==> src/rtl/label_ram_writer_if.sv <==
// label_ram_writer_if: pixel stream in, label RAM write port and published box out
interface label_ram_writer_if;
  logic        vsync;
  logic        pix_valid;
  logic [2:0]  pix_label;
  logic        we;
  logic [16:0] wAddr;
  logic [2:0]  wData;
  logic [9:0]  x_min, y_min, x_max, y_max;
  logic        box_valid;
  logic        frame_done;
  logic        frame_err;
  modport master (
    output vsync, pix_valid, pix_label,
    input  we, wAddr, wData, x_min, y_min, x_max, y_max, box_valid, frame_done, frame_err
  );
  modport slave (
    input  vsync, pix_valid, pix_label,
    output we, wAddr, wData, x_min, y_min, x_max, y_max, box_valid, frame_done, frame_err
  );
endinterface

==> src/rtl/label_ram_writer.sv <==
// label_ram_writer: writes one frame of pixel labels to RAM and tracks a label's bounding box
module label_ram_writer #(
  parameter int          H_ACT     = 320,
  parameter int          V_ACT     = 240,
  parameter logic [2:0]  BOX_LABEL = 3'b011
) (
  input logic clk,
  input logic reset,
  label_ram_writer_if.slave bus
);
  typedef enum logic [1:0] {IDLE, ARMED, CAPTURE, DONE} state_t;
  localparam logic [16:0] LAST = 17'(H_ACT * V_ACT - 1);
  localparam logic [9:0]  XL   = 10'(H_ACT - 1);
  state_t      state, nxt;
  logic        vs_q, pend, vs_rise, acc, last, hit_px, hit, nhit;
  logic [9:0]  x, y, xmin, ymin, xmax, ymax, nxmin, nymin, nxmax, nymax;
  logic [16:0] addr;
  assign vs_rise = bus.vsync & ~vs_q;
  assign acc     = (state == CAPTURE) && bus.pix_valid && !vs_rise;
  assign last    = addr == LAST;
  assign hit_px  = acc && (bus.pix_label == BOX_LABEL);
  assign nxmin   = hit_px && x < xmin ? x : xmin;
  assign nymin   = hit_px && y < ymin ? y : ymin;
  assign nxmax   = hit_px && x > xmax ? x : xmax;
  assign nymax   = hit_px && y > ymax ? y : ymax;
  assign nhit    = hit | hit_px;
  always_comb begin
    nxt = state;
    unique case (state)
      IDLE:    nxt = vs_rise || pend ? ARMED : IDLE;
      ARMED:   nxt = bus.vsync ? ARMED : CAPTURE;
      CAPTURE: nxt = vs_rise ? ARMED : (acc && last ? DONE : CAPTURE);
      DONE:    nxt = IDLE;
    endcase
  end
  always_ff @(posedge clk) state <= reset ? IDLE : nxt;
  // published box is loaded on the last pixel so it is visible alongside frame_done in DONE
  always_ff @(posedge clk) begin
    if (reset) begin
      vs_q           <= 1'b1;
      pend           <= 1'b0;
      bus.we         <= 1'b0;
      bus.wAddr      <= '0;
      bus.wData      <= '0;
      bus.x_min      <= '0;
      bus.y_min      <= '0;
      bus.x_max      <= '0;
      bus.y_max      <= '0;
      bus.box_valid  <= 1'b0;
      bus.frame_done <= 1'b0;
      bus.frame_err  <= 1'b0;
      x              <= '0;
      y              <= '0;
      addr           <= '0;
      xmin           <= '1;
      ymin           <= '1;
      xmax           <= '0;
      ymax           <= '0;
      hit            <= 1'b0;
    end else begin
      vs_q           <= bus.vsync;
      pend           <= (state == DONE) && vs_rise;
      bus.we         <= acc;
      bus.frame_done <= acc && last;
      bus.frame_err  <= (state == CAPTURE) && vs_rise;
      if (state == ARMED && !bus.vsync) begin
        x    <= '0;
        y    <= '0;
        addr <= '0;
        xmin <= '1;
        ymin <= '1;
        xmax <= '0;
        ymax <= '0;
        hit  <= 1'b0;
      end
      if (acc) begin
        bus.wAddr <= addr;
        bus.wData <= bus.pix_label;
        addr      <= addr + 17'd1;
        x         <= x == XL ? 10'd0 : x + 10'd1;
        y         <= x == XL ? y + 10'd1 : y;
        xmin      <= nxmin;
        ymin      <= nymin;
        xmax      <= nxmax;
        ymax      <= nymax;
        hit       <= nhit;
      end
      if (acc && last) begin
        bus.x_min     <= nhit ? nxmin : 10'd0;
        bus.y_min     <= nhit ? nymin : 10'd0;
        bus.x_max     <= nhit ? nxmax : 10'd0;
        bus.y_max     <= nhit ? nymax : 10'd0;
        bus.box_valid <= nhit;
      end
    end
  end
endmodule

==> src/flat_wrapper.sv <==
// flat-port wrapper written by rule: the top's interface ports become plain ports
module label_ram_writer_flat 
#(
  parameter int          H_ACT     = 320,
  parameter int          V_ACT     = 240,
  parameter logic [2:0]  BOX_LABEL = 3'b011
)
  (clk, reset, bus_vsync, bus_pix_valid, bus_pix_label, bus_we, bus_wAddr, bus_wData, bus_x_min, bus_y_min, bus_x_max, bus_y_max, bus_box_valid, bus_frame_done, bus_frame_err);
  label_ram_writer_if bus_i ();
  input logic clk;
  input logic reset;
  input wire logic [$bits(bus_i.vsync)-1:0] bus_vsync;
  input wire logic [$bits(bus_i.pix_valid)-1:0] bus_pix_valid;
  input wire logic [$bits(bus_i.pix_label)-1:0] bus_pix_label;
  output wire logic [$bits(bus_i.we)-1:0] bus_we;
  output wire logic [$bits(bus_i.wAddr)-1:0] bus_wAddr;
  output wire logic [$bits(bus_i.wData)-1:0] bus_wData;
  output wire logic [$bits(bus_i.x_min)-1:0] bus_x_min;
  output wire logic [$bits(bus_i.y_min)-1:0] bus_y_min;
  output wire logic [$bits(bus_i.x_max)-1:0] bus_x_max;
  output wire logic [$bits(bus_i.y_max)-1:0] bus_y_max;
  output wire logic [$bits(bus_i.box_valid)-1:0] bus_box_valid;
  output wire logic [$bits(bus_i.frame_done)-1:0] bus_frame_done;
  output wire logic [$bits(bus_i.frame_err)-1:0] bus_frame_err;
  assign bus_i.vsync = bus_vsync;
  assign bus_i.pix_valid = bus_pix_valid;
  assign bus_i.pix_label = bus_pix_label;
  assign bus_we = bus_i.we;
  assign bus_wAddr = bus_i.wAddr;
  assign bus_wData = bus_i.wData;
  assign bus_x_min = bus_i.x_min;
  assign bus_y_min = bus_i.y_min;
  assign bus_x_max = bus_i.x_max;
  assign bus_y_max = bus_i.y_max;
  assign bus_box_valid = bus_i.box_valid;
  assign bus_frame_done = bus_i.frame_done;
  assign bus_frame_err = bus_i.frame_err;
  label_ram_writer #(.H_ACT(H_ACT), .V_ACT(V_ACT), .BOX_LABEL(BOX_LABEL)) u_core (.clk(clk), .reset(reset), .bus(bus_i));
endmodule
==> config.mk <==
export PLATFORM = sky130hd
export DESIGN_NAME = label_ram_writer_flat
export DESIGN_NICKNAME = d
export VERILOG_FILES = /design/src/rtl/label_ram_writer_if.sv /design/src/rtl/label_ram_writer.sv /design/src/flat_wrapper.sv
export SDC_FILE = /design/constraint.sdc
export NUM_CORES = 1
export LEC_CHECK = 0
export CORE_UTILIZATION = 58
export CTS_CLUSTER_DIAMETER = 50
export DETAILED_ROUTE_END_ITERATION = 12
export PLACE_DENSITY = 0.81
export SYNTH_ARGS = -nofsm -noshare
export SYNTH_HDL_FRONTEND = slang
export SYNTH_SLANG_ARGS = --single-unit
export TNS_END_PERCENT = 50
==> constraint.sdc <==
create_clock -name clk -period 3 [get_ports clk]
set_input_delay 0.45 -clock clk [delete_from_list [all_inputs] [get_ports clk]]
set_output_delay 0.45 -clock clk [all_outputs]
set_load 0.02 [all_outputs]
### After elaboration in Yosys (flattened, before gate mapping)

Index checks and enable logic that the tools add are counted.

* register bits after elaboration: 146
* output and inout bits: 64
* word-level logic and storage cells: 82

* add/subtract/negate cells: 3
* magnitude comparators: 4
* equal/unequal tests: 7
* multiplexer cells: 27
* bitwise logic cells: 3
* reduce and logical (&&, ||, !) cells: 17

Operators by type and width (number)
* two-way mux 10 bit: 18
* two-way mux 17 bit: 2
* adder 10 x 1 -> 10 bit, second input constant: 2
* greater-than comparator 10 bit: 2
* less-than comparator 10 bit: 2
* adder 17 x 1 -> 17 bit, second input constant: 1
* equality test 17 bit, second input constant: 1
* logical AND 1 bit: 11
* equality test 10 x 9 -> 1 bit, second input constant: 1
* one-hot mux 2 bit (4 select lines): 1
* equality test 2 bit, second input constant: 2
* two-way mux 1 bit: 4
* two-way mux 2 bit: 2
* equality test 3 x 2 -> 1 bit, second input constant: 1
* equality test 2 x 1 -> 1 bit, second input constant: 1
* logical NOT 1 bit: 2
* logical NOT 2 bit: 1
* inequality test 2 bit, second input constant: 1
* AND reduction 2 bit: 1
* nonzero test 2 bit: 1
* bitwise AND 1 bit: 1
* logical OR 1 bit: 1
* NOT 1 bit: 1
* OR 1 bit: 1

### Depth between registers and ports, before layout

* word-level depth: 8
* depth in mapped cells: 10
* mapped depth without buffers: 8

### Worst setup path before layout

Ideal clock, no wire load.

* path type: reg2reg
* from: register u_core.x[1]
* to: register u_core.xmax[0]
* setup time: 61 ps
* arrival time: 1951 ps
* required time: 2939 ps
* slack: 988 ps
* cell stages (with the launch flop): 7
* path buffers: 0
* clock period less this slack: 2012 ps
* path through: dfxtp_1 -> ha_1 -> a21o_1 -> a21o_1 -> o311a_1 -> o21ai_1 -> a22o_1

* word-level cells in the longest chain between the ends: 4

Ends and longest elaborated chain
* from (decl): line label_ram_writer.sv:16 `logic [9:0] x, y, xmin, ymin, xmax, ymax, nxmin, nymin, nxmax, nymax;`
* from (signal assigned): line label_ram_writer.sv:80 `x <= x == XL ? 10'd0 : x + 10'd1;`
* greater-than comparator 10 bit: line label_ram_writer.sv:24 `assign nxmax = hit_px && x > xmax ? x : xmax;`
* logical AND 1 bit: line label_ram_writer.sv:24
* two-way mux 10 bit: line label_ram_writer.sv:24
* two-way mux 10 bit: line label_ram_writer.sv:76 `if (acc) begin`
* to (signal assigned): line label_ram_writer.sv:84 `xmax <= nxmax;`
* to (decl): line label_ram_writer.sv:16

Every way passes these cells.
A chain may end at the register's enable or synchronous reset.

### Final worst setup path

* from: register u_core.x[7]
* to: register u_core.xmax[6]

Same word-level chain as after synthesis.

==> run_summary.xml <==
<?xml version="1.0" encoding="UTF-8"?>
<metrics>
  <group name="outcome">
    <metric name="outcome" unit="">completed</metric>
  </group>
  <group name="synthesis">
    <metric name="yosys_register_bits" unit="">146</metric>
    <metric name="syn-cell-area" unit="um2">6830</metric>
    <metric name="synth-seq-area-share" unit="%">42.8</metric>
    <metric name="dominant_combinational_cell_family_by_area_after_synthesis" unit="">compound AO/OA/AOI/OAI gates</metric>
    <metric name="synth_simple_gate_area_share" unit="%">15.6</metric>
    <metric name="synthesis.nets" unit="">755</metric>
    <metric name="ys_top_cells_by_count" unit="">sky130_fd_sc_hd__dfxtp_1, sky130_fd_sc_hd__nand2_1, sky130_fd_sc_hd__a21oi_1</metric>
    <metric name="library_cell_with_the_highest_instance_count_after_synthesis" unit="">sky130_fd_sc_hd__dfxtp_1</metric>
    <metric name="compound_gate_fraction_of_synth_area" unit="%">20.9</metric>
    <metric name="post_synth.cell_area_avg" unit="um2">9.65</metric>
    <metric name="synthMuxAreaShare" unit="%">6.34</metric>
    <metric name="ys.warnings.count" unit="">0</metric>
    <metric name="synthArstFlopShare" unit="%">0</metric>
    <metric name="yosys.area_share.adder" unit="%">7.52</metric>
    <metric name="netlist-cell-type-count" unit="">56</metric>
    <metric name="synth.area.top_cells" unit="">sky130_fd_sc_hd__dfxtp_1, sky130_fd_sc_hd__o2bb2ai_2, sky130_fd_sc_hd__ha_1</metric>
    <metric name="synthDominantAreaCellType" unit="">sky130_fd_sc_hd__dfxtp_1</metric>
    <metric name="synth_flop_cell" unit="">sky130_fd_sc_hd__dfxtp_1</metric>
    <metric name="synth_edf_count" unit="">0</metric>
    <metric name="synthesis.instances" unit="">707</metric>
    <metric name="synth_largest_type_area_fraction" unit="%">42.8</metric>
    <metric name="synth_xor_xnor_area_share" unit="%">0.898</metric>
  </group>
  <group name="grt">
    <metric name="grt_util_all_layers" unit="%">27.0</metric>
    <metric name="wire_length_of_the_first_global_routing_pass" unit="um">26700</metric>
    <metric name="grt_antenna_before_repair" unit="">0</metric>
    <metric name="grt_pass1_vias" unit="">5581</metric>
    <metric name="largest_net_degree_at_the_start_of_global_routing" unit="">33</metric>
    <metric name="grt_overflow" unit="">0</metric>
  </group>
  <group name="final_layout">
    <metric name="layout-area-overhead-vs-synth" unit="%">22.4</metric>
    <metric name="drive_gt1_share" unit="%">15.0</metric>
    <metric name="final_design_area_no_fill" unit="um2">8350</metric>
    <metric name="multi_input_comb_area" unit="um2">3510</metric>
    <metric name="final-seq-area" unit="um2">2920</metric>
    <metric name="fillers" unit="">808</metric>
    <metric name="finalNetCount" unit="">829</metric>
    <metric name="antenna_cells_inserted" unit="">0</metric>
  </group>
  <group name="critical_path">
    <metric name="critical_path_sink_type" unit="">flop</metric>
    <metric name="r2r-start" unit="">u_core.x[7]</metric>
    <metric name="r2r_setup_slk" unit="ns">0.41</metric>
    <metric name="kind_of_launch_point_of_the_worst_setup_path" unit="">flop</metric>
    <metric name="worst-endpoint-required" unit="ns">3.31</metric>
    <metric name="criticalPathCategory" unit="">reg2reg</metric>
    <metric name="critPathArrivalTime" unit="ns">2.89</metric>
    <metric name="ff2ff_path_depth" unit="">7</metric>
    <metric name="critical_path.reg2reg.endpoint" unit="">u_core.xmax[6]</metric>
    <metric name="worst_path_fanout_max" unit="">12</metric>
  </group>
  <group name="route">
    <metric name="vias" unit="">5430</metric>
    <metric name="drtPass1Iterations" unit="">4</metric>
    <metric name="post_detailed_route_drc_marker_count" unit="">0</metric>
    <metric name="vias_per_cell" unit="">5.80</metric>
    <metric name="detail-route-antenna-nets" unit="">0</metric>
    <metric name="avgRoutedWirePerCell" unit="um">16.8</metric>
    <metric name="routed_wirelength" unit="um">15700</metric>
    <metric name="dr.first_iter.drc_count" unit="">295</metric>
  </group>
  <group name="timing">
    <metric name="grt_setup_unrepaired" unit="">no</metric>
    <metric name="worst_slew_pin_slew" unit="ns">0.489</metric>
    <metric name="final.period_utilization" unit="%">86.2</metric>
    <metric name="timing.slew.headroom" unit="%">67.3</metric>
    <metric name="clock-skew-final" unit="ns">0.00769</metric>
    <metric name="timing.final.hold_violations" unit="">0</metric>
    <metric name="tmin_final" unit="ns">2.59</metric>
    <metric name="final_max_slew_viol_count" unit="">0</metric>
    <metric name="fmaxAchievable" unit="MHz">387</metric>
    <metric name="final.setup.tns" unit="ns">0</metric>
    <metric name="finalSetupViolations" unit="">0</metric>
  </group>
  <group name="floorplanning">
    <metric name="initial_core_util" unit="%">59.5</metric>
    <metric name="floorplan.die.width" unit="um">110</metric>
    <metric name="area_of_the_core_region" unit="um2">11500</metric>
    <metric name="placementRows" unit="">39</metric>
    <metric name="dieHeight" unit="um">110</metric>
    <metric name="io_pins" unit="">71</metric>
    <metric name="die_area" unit="um2">12200</metric>
  </group>
  <group name="clocking">
    <metric name="cts_repair_resize_count" unit="">0</metric>
    <metric name="numClockSinks" unit="">146</metric>
    <metric name="clock_transition_time_at_the_flip_flop_clock_pins_of_the_worst_setup_and_hold_paths" unit="ns">0.06</metric>
    <metric name="cts_root_buffer" unit="">sky130_fd_sc_hd__clkbuf_16</metric>
    <metric name="clock_tree_from_tritoncts" unit="">built</metric>
    <metric name="post-cts-setup-buffers" unit="">0</metric>
    <metric name="clockBufferDepth" unit="">2</metric>
    <metric name="clock_tree.htree_level_count" unit="">4</metric>
    <metric name="cts_made_buffers" unit="">17</metric>
    <metric name="ctsHoldBuffers" unit="">0</metric>
    <metric name="insertion_delay" unit="ns">0.42</metric>
  </group>
  <group name="hold_path">
    <metric name="hold_class" unit="">reg2reg</metric>
    <metric name="sink_of_the_worst_hold_path" unit="">u_core.bus.wAddr[14]</metric>
    <metric name="hold_depth" unit="">2</metric>
    <metric name="hold_start" unit="">u_core.bus.wAddr[14]</metric>
  </group>
  <group name="place">
    <metric name="gp_congestion" unit="">0.905</metric>
    <metric name="portBuffers" unit="">70</metric>
    <metric name="dpl_cell_area" unit="um2">7680</metric>
    <metric name="detailedPlacementHpwl" unit="um">10800</metric>
  </group>
  <group name="power">
    <metric name="p_per_area" unit="nW/um2">531</metric>
    <metric name="max-vdd-ir-drop" unit="V">0.000510</metric>
    <metric name="power_leakage" unit="uW">0.00328</metric>
  </group>
  <group name="run">
    <metric name="maxCapViolCount" unit="">0</metric>
  </group>
</metrics>
per-layer routing:
layer / vias to the layer above / global-route usage, % / routed length, um
met5: - / 0 / 0
met3: 40 / 6.04 / 827
li1: 2653 / - / -
met4: 0 / 13.7 / 425
met1: 2577 / 32.8 / 6850
met2: 160 / 44.8 / 7610
where the power goes:
group	internal [uW]	switching [uW]	total (uW)	leakage [uW]
Combinational	26.3	59.0	85.3	0.00177
Clock	1620	790	2410	0.000337
Sequential	1940	3.79	1950	0.00118
cells in the final DEF, fill, tap and decap left out, types with 3 or more instances in the layout:
cell type,synthesis,layout
sky130_fd_sc_hd__dfxtp_1,146,146
sky130_fd_sc_hd__nand2_1,91,91
sky130_fd_sc_hd__clkdlybuf4s50_1,0,69
sky130_fd_sc_hd__a21oi_1,53,53
sky130_fd_sc_hd__inv_1,49,49
sky130_fd_sc_hd__mux2i_1,41,41
sky130_fd_sc_hd__ha_1,41,41
sky130_fd_sc_hd__o2bb2ai_2,40,40
sky130_fd_sc_hd__nor2_1,31,31
sky130_fd_sc_hd__buf_4,1,25
sky130_fd_sc_hd__a22o_1,22,22
sky130_fd_sc_hd__nand3_1,17,17
sky130_fd_sc_hd__clkbuf_16,0,17
sky130_fd_sc_hd__o21ai_0,14,14
sky130_fd_sc_hd__o21ai_1,11,11
sky130_fd_sc_hd__and3_1,10,10
sky130_fd_sc_hd__nand4_1,10,10
sky130_fd_sc_hd__a21o_1,8,8
sky130_fd_sc_hd__nand3b_1,7,7
sky130_fd_sc_hd__o211ai_1,6,6
sky130_fd_sc_hd__nand2b_1,6,6
sky130_fd_sc_hd__xor2_1,6,6
sky130_fd_sc_hd__bufinv_16,0,6
sky130_fd_sc_hd__or2_2,5,5
sky130_fd_sc_hd__clkinv_2,0,5
sky130_fd_sc_hd__or3_1,5,4
sky130_fd_sc_hd__and4_1,4,4
sky130_fd_sc_hd__a211oi_1,4,4
sky130_fd_sc_hd__and2_1,3,3
sky130_fd_sc_hd__a31oi_1,3,3
sky130_fd_sc_hd__nor3_1,3,3
sky130_fd_sc_hd__clkbuf_8,0,3
worst max-delay path: stages (launching register included):
cell	delay, ns
sky130_fd_sc_hd__dfxtp_1	0.62
sky130_fd_sc_hd__ha_1	0.34
sky130_fd_sc_hd__nand4_1	0.13
sky130_fd_sc_hd__nor2_1	0.09
sky130_fd_sc_hd__a21o_1	0.16
sky130_fd_sc_hd__o311a_1	0.48
sky130_fd_sc_hd__and2_1	0.37
sky130_fd_sc_hd__a22o_1	0.29
worst max path at each step:
stage	from	to	slack, ns	cells after the start
after floorplan	u_core.x[1]	u_core.xmax[0]	0.99	6
after global placement	bus_vsync	u_core.bus.x_max[9]	0.37	8
after detailed placement	bus_vsync	u_core.bus.y_min[9]	0.26	8
after CTS	u_core.x[7]	u_core.xmax[6]	0.45	7
after global routing	u_core.x[7]	u_core.xmax[0]	0.24	6
final	u_core.x[7]	u_core.xmax[6]	0.41	7
cell families after synthesis:
group / count (synthesis)
compound gates: 171
xor+xnor: 7
fa+ha+maj: 41
buf+inv: 89
flops: 146
mux: 43
simple gates: 210
flip-flops by register name, indices dropped and copies added, names as in the netlist, 10 cells and up:
signal,cells
u_core.bus.x_min,10
u_core.xmax,10
u_core.addr,17
u_core.ymin,10
u_core.bus.x_max,10
u_core.bus.wAddr,17
u_core.xmin,10
u_core.bus.y_min,10
u_core.y,10
u_core.ymax,10
u_core.bus.y_max,10
u_core.x,10
layout make-up:
class	count	share of cell area, %
clock buffers	21	5.63
multi-input cells	472	42.0
repair buffers	95	10.6
clock inverters	11	2.46
well taps	143	2.14
inverters	49	2.20
flip-flops and latches	146	35.0
metrics by stage:
stage / power [uW] / util (%) / setup slack, ns / hold WS, ns / cells
after floorplan: 2040 / - / 0.988 / 0.429 / 707
after global placement: 2070 / 67.0 / 0.367 / 0.441 / 905
after detailed placement: 2070 / 67.0 / 0.263 / 0.447 / 905
after CTS: 4470 / 72.9 / 0.452 / 0.452 / 937
after global routing: 4560 / 72.9 / 0.236 / 0.472 / 937
final: 4440 / 72.9 / 0.414 / 0.453 / 937
Power figures use the tool's default switching activity.
